===== src/rtl/uart_rx.sv =====
// -----------------------------------------------------------------------------
// uart_rx -- 8N1 UART receiver, the receive-side partner of the existing
// transmitter. It sits between the board RX pin and the CPU UART peripheral.
//
// The asynchronous serial line passes through a two-flop synchronizer. The
// receiver samples each bit near its middle. A start bit that is no longer low
// at its midpoint counts as a glitch and is ignored.
//
// Ports:
//   clock_baud_x16  in   sampling clock running at OVERSAMPLE x baud
//   reset_n         in   asynchronous, active-low reset
//   serial_rx       in   asynchronous serial line, idles high
//   rx_data         out  last correctly framed byte, held until the next one
//   rx_valid        out  one-cycle pulse when rx_data is updated
//   rx_busy         out  high whenever a frame is in progress (state != IDLE)
//   frame_err       out  one-cycle pulse when a stop bit is sampled low
//
// Parameter:
//   OVERSAMPLE      clock cycles per bit period (even, >= 4)
// -----------------------------------------------------------------------------
module uart_rx #(
    parameter int OVERSAMPLE = 16
) (
    input  logic       clock_baud_x16,
    input  logic       reset_n,
    input  logic       serial_rx,
    output logic [7:0] rx_data,
    output logic       rx_valid,
    output logic       rx_busy,
    output logic       frame_err
);

    localparam int CNT_W = $clog2(OVERSAMPLE);
    localparam logic [CNT_W-1:0] CNT_LAST = CNT_W'(OVERSAMPLE - 1);
    localparam logic [CNT_W-1:0] CNT_HALF = CNT_W'(OVERSAMPLE / 2 - 1);

    localparam logic [2:0] S_IDLE      = 3'd0;
    localparam logic [2:0] S_START     = 3'd1;
    localparam logic [2:0] S_DATA      = 3'd2;
    localparam logic [2:0] S_STOP      = 3'd3;
    localparam logic [2:0] S_WAIT_HIGH = 3'd4;

    logic             sync1;
    logic             rx_s;
    logic [2:0]       state;
    logic [CNT_W-1:0] cnt;
    logic [2:0]       bit_idx;
    logic [7:0]       shift;

    // The synchronizer flops reset to the idle-high level. A reset therefore
    // cannot look like a start bit.
    always_ff @(posedge clock_baud_x16 or negedge reset_n) begin
        if (!reset_n) begin
            sync1 <= 1'b1;
            rx_s  <= 1'b1;
        end else begin
            sync1 <= serial_rx;
            rx_s  <= sync1;
        end
    end

    // Frame state machine. START waits half a bit, so that every later sample
    // lands in the middle of its bit. DATA and STOP then each wait one full bit
    // period per sample.
    always_ff @(posedge clock_baud_x16 or negedge reset_n) begin
        if (!reset_n) begin
            state     <= S_IDLE;
            cnt       <= '0;
            bit_idx   <= 3'd0;
            shift     <= 8'h00;
            rx_data   <= 8'h00;
            rx_valid  <= 1'b0;
            frame_err <= 1'b0;
        end else begin
            rx_valid  <= 1'b0;
            frame_err <= 1'b0;
            case (state)
                S_IDLE: begin
                    cnt <= '0;
                    if (!rx_s) begin
                        state <= S_START;
                    end
                end
                S_START: begin
                    if (cnt == CNT_HALF) begin
                        cnt     <= '0;
                        bit_idx <= 3'd0;
                        // If the line is high again at mid start bit, the low
                        // level was only a glitch.
                        state   <= rx_s ? S_IDLE : S_DATA;
                    end else begin
                        cnt <= cnt + 1'b1;
                    end
                end
                S_DATA: begin
                    if (cnt == CNT_LAST) begin
                        cnt   <= '0;
                        // Data arrives LSB first, so each new bit enters at
                        // the top of the register and shifts down.
                        shift <= {rx_s, shift[7:1]};
                        if (bit_idx == 3'd7) begin
                            state <= S_STOP;
                        end else begin
                            bit_idx <= bit_idx + 3'd1;
                        end
                    end else begin
                        cnt <= cnt + 1'b1;
                    end
                end
                S_STOP: begin
                    if (cnt == CNT_LAST) begin
                        cnt <= '0;
                        if (rx_s) begin
                            rx_data  <= shift;
                            rx_valid <= 1'b1;
                            state    <= S_IDLE;
                        end else begin
                            frame_err <= 1'b1;
                            state     <= S_WAIT_HIGH;
                        end
                    end else begin
                        cnt <= cnt + 1'b1;
                    end
                end
                S_WAIT_HIGH: begin
                    // A break (line held low) must not start a new frame
                    // again and again. Wait here until the line goes high.
                    if (rx_s) begin
                        state <= S_IDLE;
                    end
                end
                default: begin
                    state <= S_IDLE;
                    cnt   <= '0;
                end
            endcase
        end
    end

    assign rx_busy = (state != S_IDLE);

endmodule


===== config.mk =====
export PLATFORM = sky130hd
export DESIGN_NAME = uart_rx
export DESIGN_NICKNAME = d
export VERILOG_FILES = /design/src/rtl/uart_rx.sv
export SDC_FILE = /design/constraint.sdc
export NUM_CORES = 1
export LEC_CHECK = 0
export ABC_AREA = 1
export CORE_MARGIN = 1
export CORE_UTILIZATION = 59
export CTS_CLUSTER_DIAMETER = 80
export DETAILED_ROUTE_END_ITERATION = 8
export PLACE_DENSITY = 0.9
export SETUP_SLACK_MARGIN = 0.1
export SLEW_MARGIN = 20
export SYNTH_ARGS = -nofsm -noshare
export SYNTH_HDL_FRONTEND = slang
export SYNTH_SLANG_ARGS = --single-unit

===== constraint.sdc =====
create_clock -name clock_baud_x16 -period 2.4 [get_ports clock_baud_x16]
set_input_delay 0.72 -clock clock_baud_x16 [delete_from_list [all_inputs] [get_ports clock_baud_x16]]
set_output_delay 0.72 -clock clock_baud_x16 [all_outputs]
set_load 0.01 [all_outputs]

==> results.json <==
{
  "internal_power_mw": 0.837,
  "status": "completed",
  "cpMaxStageDelayCell": "clkdlybuf4s50_1",
  "via_per_inst": 5.33,
  "die_area_um2": 2560,
  "ant_nets": 0,
  "rsz0062_at_grt": "no",
  "clockPowerShare": 0.237,
  "post-dp-hpwl_um": 1760,
  "die_x_um": 50.6,
  "min_delay_path_depth": 0,
  "r2r-end": "rx_data[3]$_DFFE_PN0P_",
  "startpoint": "state[2]$_DFFE_PN0P_",
  "syn_nets": 154,
  "cp_max_fo": 5,
  "htreeDepth": 2,
  "synth_cells": 148,
  "drive_above_1_share": 0.211,
  "finalWeightedCongestion": 0.765,
  "post-place-ws_ps": 472,
  "ys_seq_area_frac": 0.541,
  "drt_iter0_markers": 37,
  "seqPwrFrac": 0.463,
  "overflow": 0,
  "grt_max_degree": 31,
  "root_buffer": "clkbuf_4",
  "maxSlewViolCount": 0,
  "clock_latency_ps": 330,
  "relSlewSlack": 0.757,
  "ys_types": 19,
  "cp-endpoint": "rx_busy",
  "arrival_ps": 1530,
  "critPathMaxStageDelay_ps": 470,
  "diodes": 0,
  "final_common_cell": "nand2_1",
  "multi_input_area_um2": 548,
  "p_comb_frac": 0.300,
  "routed_wl_um": 2530,
  "syn_area_um2": 1390,
  "grt_pass1_vias": 1026,
  "grt_pass1_wl_um": 4420,
  "worstPathCellList": "nor2_4 -> nand2_1 -> clkdlybuf4s50_1",
  "tightest_slew_ps": 365,
  "ys_seq_elements": 30,
  "ctsHoldBuffers": 0,
  "die_y_um": 50.6,
  "fin_ws_ps": 155,
  "hold_slack_ps": 367,
  "n_fill_cell": 175,
  "min_path_type": "flip-flop to flip-flop",
  "fmax_ghz": 0.445,
  "crit_path_end_kind": "output pin",
  "required_ps": 1680,
  "cts_tree": "yes",
  "cts.sinks": 30,
  "r2r-start": "cnt[0]$_DFFE_PN0N_",
  "vias": 1061,
  "drc": 0,
  "initial_core_util": 0.629,
  "ios": 14,
  "grt_usage": 0.251,
  "syn_area_per_cell_um2": 9.40,
  "power_mw": 1.33,
  "ys_warn_count": 0,
  "drt_pre_antenna_iters": 5,
  "setup_viol": 0,
  "setup_tns_ps": 0,
  "clkTransAtPathRegs_ps": 90,
  "avgRoutedWirePerCell_um": 12.7,
  "nets": 176,
  "p_switching_mw": 0.491,
  "stdcell_area_um2": 1630,
  "power_density_nw_per_um2": 816,
  "crit_type": "flip-flop to output pin",
  "std_cell_rows": 17,
  "reg2reg_slack_ps": 800,
  "min_period_ps": 2250,
  "r2r_cells": 6,
  "coreArea_um2": 2210,
  "regArea_um2": 756,
  "leakage_nw": 0.768,
  "fin_crit_sh": 0.936,
  "areaGrowthSynthToFinish_pct": 16.9,
  "cts_buffer_depth": 2,
  "drv_cap": 0,
  "place_area_um2": 1540,
  "vdd_drop_max_uv": 613,
  "hold_viol": 0,
  "layout_common_cells": "nand2_1 (37), dfrtp_1 (26), inv_1 (17)",
  "portBuffers": 13,
  "skew_ps": 2.77,
  "start_kind": "flip-flop",
  "numCtsBuffers": 5,
  "swShare": 0.370,
  "antenna_found_initial": 0
}
## critical path: cells and delay by family, from the launching register on
| kind | cells | cell delay [ps] |
|---|---|---|
| simple gates | 2 | 260 |
| buf+inv | 1 | 470 |
| flops | 1 | 460 |
## layer usage
layer / up-vias / part of all wire / global-route usage
met5: - / 0 / 0
met4: 0 / 0.026 / 0.148
met3: 11 / 0.051 / 0.0879
met2: 33 / 0.53 / 0.422
met1: 506 / 0.39 / 0.270
li1: 511 / - / -
## logic make-up (layout without fill, tap and decap cells)
| family | after synthesis | in the layout | share of synthesized area |
|---|---|---|---|
| adders and majority gates | 3 | 3 | 0.0270 |
| xor gates and xnor gates | 1 | 1 | 0.00630 |
| DFF | 30 | 30 | 0.541 |
| AOI/OAI and AO/OA | 26 | 26 | 0.115 |
| buffers and inverters | 20 | 43 | 0.0647 |
| and+or+nand+nor | 68 | 68 | 0.245 |
## Yosys cell counts
cell	number	share of area
ha_1	3	0.027
nor2_4	4	0.032
nand3_4	1	0.013
nand3_2	2	0.014
o21ai_2	8	0.050
nor2_2	2	0.0090
dfstp_2	2	0.038
xor2_1	1	0.0063
inv_2	1	0.0027
nand2_2	2	0.0090
nand3_1	10	0.036
a21oi_1	4	0.014
inv_1	17	0.046
o21ai_0	14	0.050
dfrtp_1	28	0.50
nand2_1	37	0.10
nor2_1	9	0.024
nand2_4	1	0.0081
buf_6	2	0.016
## how the worst min path moves through the flow
stage,start,end,slack [ps]
floorplan,sync1$_DFF_PN1_,rx_s$_DFF_PN1_,350
CTS,sync1$_DFF_PN1_,rx_s$_DFF_PN1_,370
global placement,sync1$_DFF_PN1_,rx_s$_DFF_PN1_,350
global route,sync1$_DFF_PN1_,rx_s$_DFF_PN1_,380
finish,sync1$_DFF_PN1_,rx_s$_DFF_PN1_,370
detailed placement,sync1$_DFF_PN1_,rx_s$_DFF_PN1_,350
## timing repair
item / CTS / global route
resized for setup: 1 / 1
pin swaps: 0 / 1
buffers inserted: 0 / 3
endpoints found under the setup margin: 1 / 1
## stage by stage
step / util / std cells
4_1_cts: 0.725 / 196
3_3_place_gp: 0.697 / 188
3_5_place_dp: 0.697 / 188
5_1_grt: 0.735 / 199
6_report: 0.735 / 199
2_1_floorplan: - / 148
## cell type report
class | instances | share of cell area
Timing Repair Buffer | 17 | 0.0985
Sequential cell | 30 | 0.465
Tap cell | 28 | 0.0215
Inverter | 18 | 0.0415
Clock buffer | 7 | 0.0338
Multi-Input combinational cell | 98 | 0.337
Clock inverter | 1 | 0.00308
## sequential cells by signal (all words and copies together), names as in the netlist
name	cells
bit_idx	3
cnt	4
frame_err	1
rx_data	8
rx_s	1
rx_valid	1
shift	8
state	3
sync1	1
## power by group through the flow
stage,Sequential (mW),Combinational [mW],Clock [mW]
6_report,0.615,0.398,0.314
3_3_place_gp,0.617,0.372,0
2_1_floorplan,0.611,0.304,0
3_5_place_dp,0.622,0.395,0
4_1_cts,0.614,0.398,0.321
5_1_grt,0.621,0.454,0.346
(Power assumes the default switching activity.)
